## config.mk

```make
export PLATFORM = sky130hd
export DESIGN_NAME = eth_port_arbiter
export DESIGN_NICKNAME = d
export VERILOG_FILES = /design/src/rtl/eth_port_arbiter.sv
export SDC_FILE = /design/constraint.sdc
export NUM_CORES = 1
export LEC_CHECK = 0
export CAP_MARGIN = 5
export CORE_MARGIN = 2
export CORE_UTILIZATION = 39
export CTS_CLUSTER_SIZE = 8
export DETAILED_ROUTE_END_ITERATION = 10
export PLACE_DENSITY_LB_ADDON = 0.05
export SYNTH_ARGS = -nofsm -noshare
export SYNTH_HDL_FRONTEND = slang
export SYNTH_SLANG_ARGS = --single-unit
export TNS_END_PERCENT = 1
```

## constraint.sdc

```tcl
create_clock -name clk -period 1.8 [get_ports clk]
set_input_delay 0.36 -clock clk [delete_from_list [all_inputs] [get_ports clk]]
set_output_delay 0.36 -clock clk [all_outputs]
set_load 0.01 [all_outputs]
```

## src/rtl/eth_port_arbiter.sv

```systemverilog
// Egress port arbiter: round-robin per-packet grant over NUM_REQ FWFT ingress FIFOs.
// Optional packet-length watchdog enabled by defining ETH_ARB_WDOG_EN.
module eth_port_arbiter #(
  parameter int unsigned NUM_REQ   = 2,
  parameter int unsigned DATA_W    = 32,
  parameter int unsigned MAX_PKT_W = 1024
) (
  input  logic                             clk,
  input  logic                             reset,
  input  logic [NUM_REQ*(DATA_W+2)-1:0]    in_data,
  input  logic [NUM_REQ-1:0]               in_empty,
  input  logic [NUM_REQ-1:0]               in_req,
  output logic [NUM_REQ-1:0]               rd_en,
  input  logic                             out_ready,
  output logic                             out_valid,
  output logic [DATA_W-1:0]                out_data,
  output logic                             out_sop,
  output logic                             out_eop,
  output logic                             port_stall,
  output logic [NUM_REQ-1:0]               grant,
  output logic                             err_proto
);

  localparam int unsigned WORD_W = DATA_W + 2;
  localparam int unsigned IDX_W  = $clog2(NUM_REQ);
  localparam int unsigned OFF_W  = IDX_W + 1;
`ifdef ETH_ARB_WDOG_EN
  localparam int unsigned CNT_W  = $clog2(MAX_PKT_W + 1);
`endif

  if (NUM_REQ < 2 || NUM_REQ > 8 || MAX_PKT_W < 1) begin : g_badParam
    $error("eth_port_arbiter: unsupported parameter values");
  end

  typedef struct packed {
    logic              eop;
    logic              sop;
    logic [DATA_W-1:0] data;
  } fifoWord_t;

  typedef enum logic {IDLE, XFER} state_t;

  state_t             stateQ, stateD;
  logic [IDX_W-1:0]   gIdxQ, gIdxD;
  logic [IDX_W-1:0]   rrPtrQ, rrPtrD;
  logic               firstQ, firstD;
  logic [NUM_REQ-1:0] grantD;
  logic               validD, sopD, eopD, errD, stallD;
  logic [DATA_W-1:0]  dataD;
  logic               pop, lastWord;
  logic               anyElig;
  logic [IDX_W-1:0]   pickIdx;
  logic [OFF_W-1:0]   offIdx;
  logic [NUM_REQ-1:0] eligVec;
  fifoWord_t          words [NUM_REQ];
  fifoWord_t          headWord;
`ifdef ETH_ARB_WDOG_EN
  logic [CNT_W-1:0]   cntQ, cntD;
`endif

  // Unpack FIFO heads; only sop-headed packets addressed here may win.
  for (genvar i = 0; i < int'(NUM_REQ); i++) begin : g_unpack
    assign words[i]   = fifoWord_t'(in_data[i*WORD_W +: WORD_W]);
    assign eligVec[i] = in_req[i] && !in_empty[i] && words[i].sop;
  end

  // Round-robin pick: scan from the highest offset down so the nearest to rrPtr wins.
  always_comb begin
    anyElig = 1'b0;
    pickIdx = '0;
    offIdx  = '0;
    for (int k = int'(NUM_REQ) - 1; k >= 0; k--) begin
      offIdx = {1'b0, rrPtrQ} + OFF_W'(k);
      if (offIdx >= OFF_W'(NUM_REQ)) offIdx = offIdx - OFF_W'(NUM_REQ);
      if (eligVec[offIdx[IDX_W-1:0]]) begin
        anyElig = 1'b1;
        pickIdx = offIdx[IDX_W-1:0];
      end
    end
  end

  // Next state, pop decision and next output register values.
  always_comb begin
    stateD   = stateQ;
    gIdxD    = gIdxQ;
    rrPtrD   = rrPtrQ;
    firstD   = firstQ;
    grantD   = grant;
    validD   = out_valid;
    dataD    = out_data;
    sopD     = out_sop;
    eopD     = out_eop;
    errD     = 1'b0;
    stallD   = out_valid && !out_ready;
    rd_en    = '0;
    pop      = 1'b0;
    lastWord = 1'b0;
    headWord = words[gIdxQ];
`ifdef ETH_ARB_WDOG_EN
    cntD     = cntQ;
`endif
    if (out_ready) validD = 1'b0;

    case (stateQ)
      IDLE: begin
        if (anyElig) begin
          stateD          = XFER;
          gIdxD           = pickIdx;
          grantD          = '0;
          grantD[pickIdx] = 1'b1;
          firstD          = 1'b1;
`ifdef ETH_ARB_WDOG_EN
          cntD            = '0;
`endif
        end
      end
      XFER: begin
        pop = !in_empty[gIdxQ] && (!out_valid || out_ready);
        if (pop) begin
          rd_en    = grant;
          validD   = 1'b1;
          dataD    = headWord.data;
          sopD     = headWord.sop;
          lastWord = headWord.eop;
          firstD   = 1'b0;
          errD     = headWord.sop && !firstQ;
`ifdef ETH_ARB_WDOG_EN
          cntD = cntQ + CNT_W'(1);
          // Oversized packet: truncate here with a forced eop.
          if (cntD == CNT_W'(MAX_PKT_W) && !headWord.eop) begin
            lastWord = 1'b1;
            errD     = 1'b1;
          end
`endif
          eopD = lastWord;
          if (lastWord) begin
            stateD = IDLE;
            grantD = '0;
            rrPtrD = (gIdxQ == IDX_W'(NUM_REQ - 1)) ? '0 : gIdxQ + IDX_W'(1);
          end
        end
      end
      default: stateD = IDLE;
    endcase
  end

  always_ff @(posedge clk or negedge reset) begin
    if (!reset) begin
      stateQ     <= IDLE;
      gIdxQ      <= '0;
      rrPtrQ     <= '0;
      firstQ     <= 1'b0;
      grant      <= '0;
      out_valid  <= 1'b0;
      out_data   <= '0;
      out_sop    <= 1'b0;
      out_eop    <= 1'b0;
      port_stall <= 1'b0;
      err_proto  <= 1'b0;
`ifdef ETH_ARB_WDOG_EN
      cntQ       <= '0;
`endif
    end else begin
      stateQ     <= stateD;
      gIdxQ      <= gIdxD;
      rrPtrQ     <= rrPtrD;
      firstQ     <= firstD;
      grant      <= grantD;
      out_valid  <= validD;
      out_data   <= dataD;
      out_sop    <= sopD;
      out_eop    <= eopD;
      port_stall <= stallD;
      err_proto  <= errD;
`ifdef ETH_ARB_WDOG_EN
      cntQ       <= cntD;
`endif
    end
  end

endmodule

```

==> reports/metrics.csv <==
stage,metric,value,unit
run_status,status,"complete, no violations",
clock_tree,Root Buffer,clkbuf_8,
drt,routed len/inst,13.9,um
power_and_ir_drop,Internal Power,3.68,mW
sta,final setup margin,0.0450,ns
clock_tree,CTS Buf Count,5,
power_and_ir_drop,worst ir drop on vdd,1160,uV
power_and_ir_drop,clock group share of total power,12.0,%
sta,"Setup violations, final",0,
die,chip height,78.4,um
worst_setup_path,startpoint types,register,
synthesis,post-synth design cell area,2160,um2
die,Initial Util,39.7,%
sta,Fin. Hold Viols,0,
sta,worst slew pin tran,0.541,ns
drt,routed vias/inst,4.74,
drt,DRT iter0 DRCs,62,
worst_setup_path,crit path launch,gIdxQ$_DFFE_PN0P_,
placed_design,Final Wtd Congestion,0.826,
worst_setup_path,Crit Path Class,register to output pin,
die,Rows,27,
drt,1st-pass router iterations,4,
worst_setup_path,largest delay contributor family on the critical path,flip-flops,
cells_and_area,Post-Layout Cell Count,344,
grt,vias in the first global route,1692,
clock_tree,latest clock arrival within the worst-skew pair,0.29,ns
power_and_ir_drop,sequential power share,32.3,%
synthesis,Yosys cell types,29,
clock_tree,H-tree depth,2,
die,Die Wd,78.4,um
power_and_ir_drop,Sw Share,30.9,%
sta,Setup TNS,0,ns
sta,RSZ-0062 raised after global routing,yes,
synthesis,synthesized instance count,150,
synthesis,Seq cells post-synth,43,
placed_design,dpl hpwl,3540,um
cells_and_area,area of the multi-input gates,1010,um2
synthesis,"Top FF cell, synth",dfrtp_1,
worst_setup_path,"slowest stage delay, CP",0.43,ns
synthesis,number of synthesized flops with an enable pin,0,
placed_design,Place WS,-0.316,ns
clock_tree,Num Clock Sinks,43,
grt,first-pass GRT wire length,8090,um
worst_setup_path,Reg2Reg Launch Point,gIdxQ$_DFFE_PN0P_,
die,# IOs,116,
sta,Slew Limit Fails,0,
cells_and_area,FILL cells,450,
cells_and_area,Seq. cell area,1080,um2
cells_and_area,final net count,346,
synthesis,top post-synthesis cells by area,"dfrtp_1 50%, mux2_2 27%, mux2_4 9.7%",
drt,via count,1629,
worst_setup_path,worst path cell trace,mux2i_4 > nand3_2 > nor2_2 > clkdlybuf4s15_2,
hold_path,Worst Hold Class,input port to asynchronous set/reset pin,
synthesis,Syn Nets,225,
cells_and_area,design area,3520,um2
power_and_ir_drop,sw power,1.64,mW
clock_tree,"buffers from clock root to sink, at most",2,
sta,clk_skew,0.00533,ns
grt,GRT Residual Overflow,0,
synthesis,commonest cells in the netlist,"51 x mux2_2, 43 x dfrtp_1, 14 x mux2_4",
worst_setup_path,WP data arrival,1.40,ns
power_and_ir_drop,Pleak,1.50,nW
power_and_ir_drop,pwr/cell area,1510,nW/um2
die,die area,6150,um2
worst_setup_path,WP buf/inv,1,
worst_setup_path,R2R Setup Slk,0.04,ns
synthesis,post-synthesis async set-or-reset flop share,100,%
synthesis,cell taking the most area after synthesis,dfrtp_1,
die,CORE AREA,5440,um2
sta,Final Cycle Share,97.5,%
synthesis,top cell type's share of synthesized area,49.8,%
grt,largest net degree at the start of global routing,37,
sta,worst relative slew slack,63.9,%
worst_setup_path,Worst setup EP type,output pin,
power_and_ir_drop,Combinational Power Share,55.7,%
synthesis,share of the yosys chip area belonging to registers,49.8,%
placed_design,IO buf count,115,
placed_design,Placed Cells,336,
clock_tree,"Reg clk slew, reported paths",0.08,ns
clock_tree,Post-CTS Setup Bufs,0,
synthesis,syn_area_per_cell,14.4,um2
cells_and_area,share of layout cells above drive strength 1,33.1,%
grt,overall routing resource usage,16.8,%
sta,f_max,0.570,GHz
cells_and_area,diode count,0,
run,maxcap violations,0,
grt,initial antenna violation count,0,
worst_setup_path,CP max FO,3,
clock_tree,CTS tree,yes,
placed_design,Placement Cell Area,3420,um2
drt,DRC viols,0,
worst_setup_path,required time worst endpoint,1.44,ns
cells_and_area,Layout Area Growth over Synthesis,62.9,%
worst_setup_path,CP max stage cell,dfrtp_2,
sta,fin crit period,1.76,ns
synthesis,Synth Warn #,0,
drt,Detail Route Antenna Nets,0,
synthesis,most frequent cell after synthesis,mux2_2,
drt,final WL,4800,um
flip-flops by register name (all words and copies together), names as in the netlist:
name        count
stateQ          1
rrPtrQ          1
out_valid       1
port_stall      1
out_eop         1
out_sop         1
err_proto       1
out_data       32
grant           2
firstQ          1
gIdxQ           1
final timing paths:
path                       cells past startpoint                        to
max                                            4                  rd_en[0]
min reg2reg                                    1       err_proto$_DFF_PN0_
max reg2reg                                    4   out_data[3]$_DFFE_PN0P_
min                                            1  out_data[30]$_DFFE_PN0P_
max in group asynchronous                      2         gIdxQ$_DFFE_PN0P_
min in group clk                               1       err_proto$_DFF_PN0_
through the flow:
step	power, mW	utilization, %	hold slack (ns)
3_3_place_gp	4.70	62.8	0.361
4_1_cts	5.39	64.6	0.0387
3_5_place_dp	4.73	62.8	0.364
6_report	5.32	64.7	0.0312
2_1_floorplan	3.41	-	0.0644
5_1_grt	5.67	64.7	0.0608
cells by family (layout without fill, tap and decap cells):
group	count (synthesis)	after routing	share of synthesized area [%]
mux	68	68	38.3
simple gates	15	15	4.11
flops	43	43	49.8
compound gates	10	10	3.88
buf+inv	14	136	3.94
area by class of cell:
cell class,count,share of cell area [%]
Timing Repair Buffer,123,34.9
Clock inverter,1,0.249
Tap cell,72,2.56
Clock buffer,7,2.45
Sequential cell,43,30.6
Inverter,5,0.533
Multi-Input combinational cell,93,28.7
power groups by stage:
stage               registers (mW)  clock network, mW  logic, mW
finish                        1.72              0.638       2.96
global route                  1.79              0.701       3.18
CTS                           1.71              0.665       3.01
detailed placement            1.73                  0       3.01
global placement              1.72                  0       2.98
floorplan                     1.90                  0       1.51
what timing repair did:
item	4_1_cts	5_1_grt
resized for setup	6	4
pin swaps	0	0
hold buffers	0	0
endpoints found under the setup margin	2	20
layer usage:
metal,routed length [um],GRT usage [%],vias up
met2,2230,27.3,69
met4,78,6.84,0
met5,0,0,-
met1,2120,21.1,770
met3,371,4.48,7
li1,-,-,783
cells in the final DEF, fill, tap and decap left out, types with 2 or more instances in the layout:
cell	n
inv_1	5
clkdlybuf4s50_1	110
mux2_4	14
nand4_1	2
clkbuf_8	6
mux2_2	51
buf_12	2
nand2_1	3
buf_4	6
mux2i_1	2
dfrtp_1	42
Power figures use the tool's default switching activity.
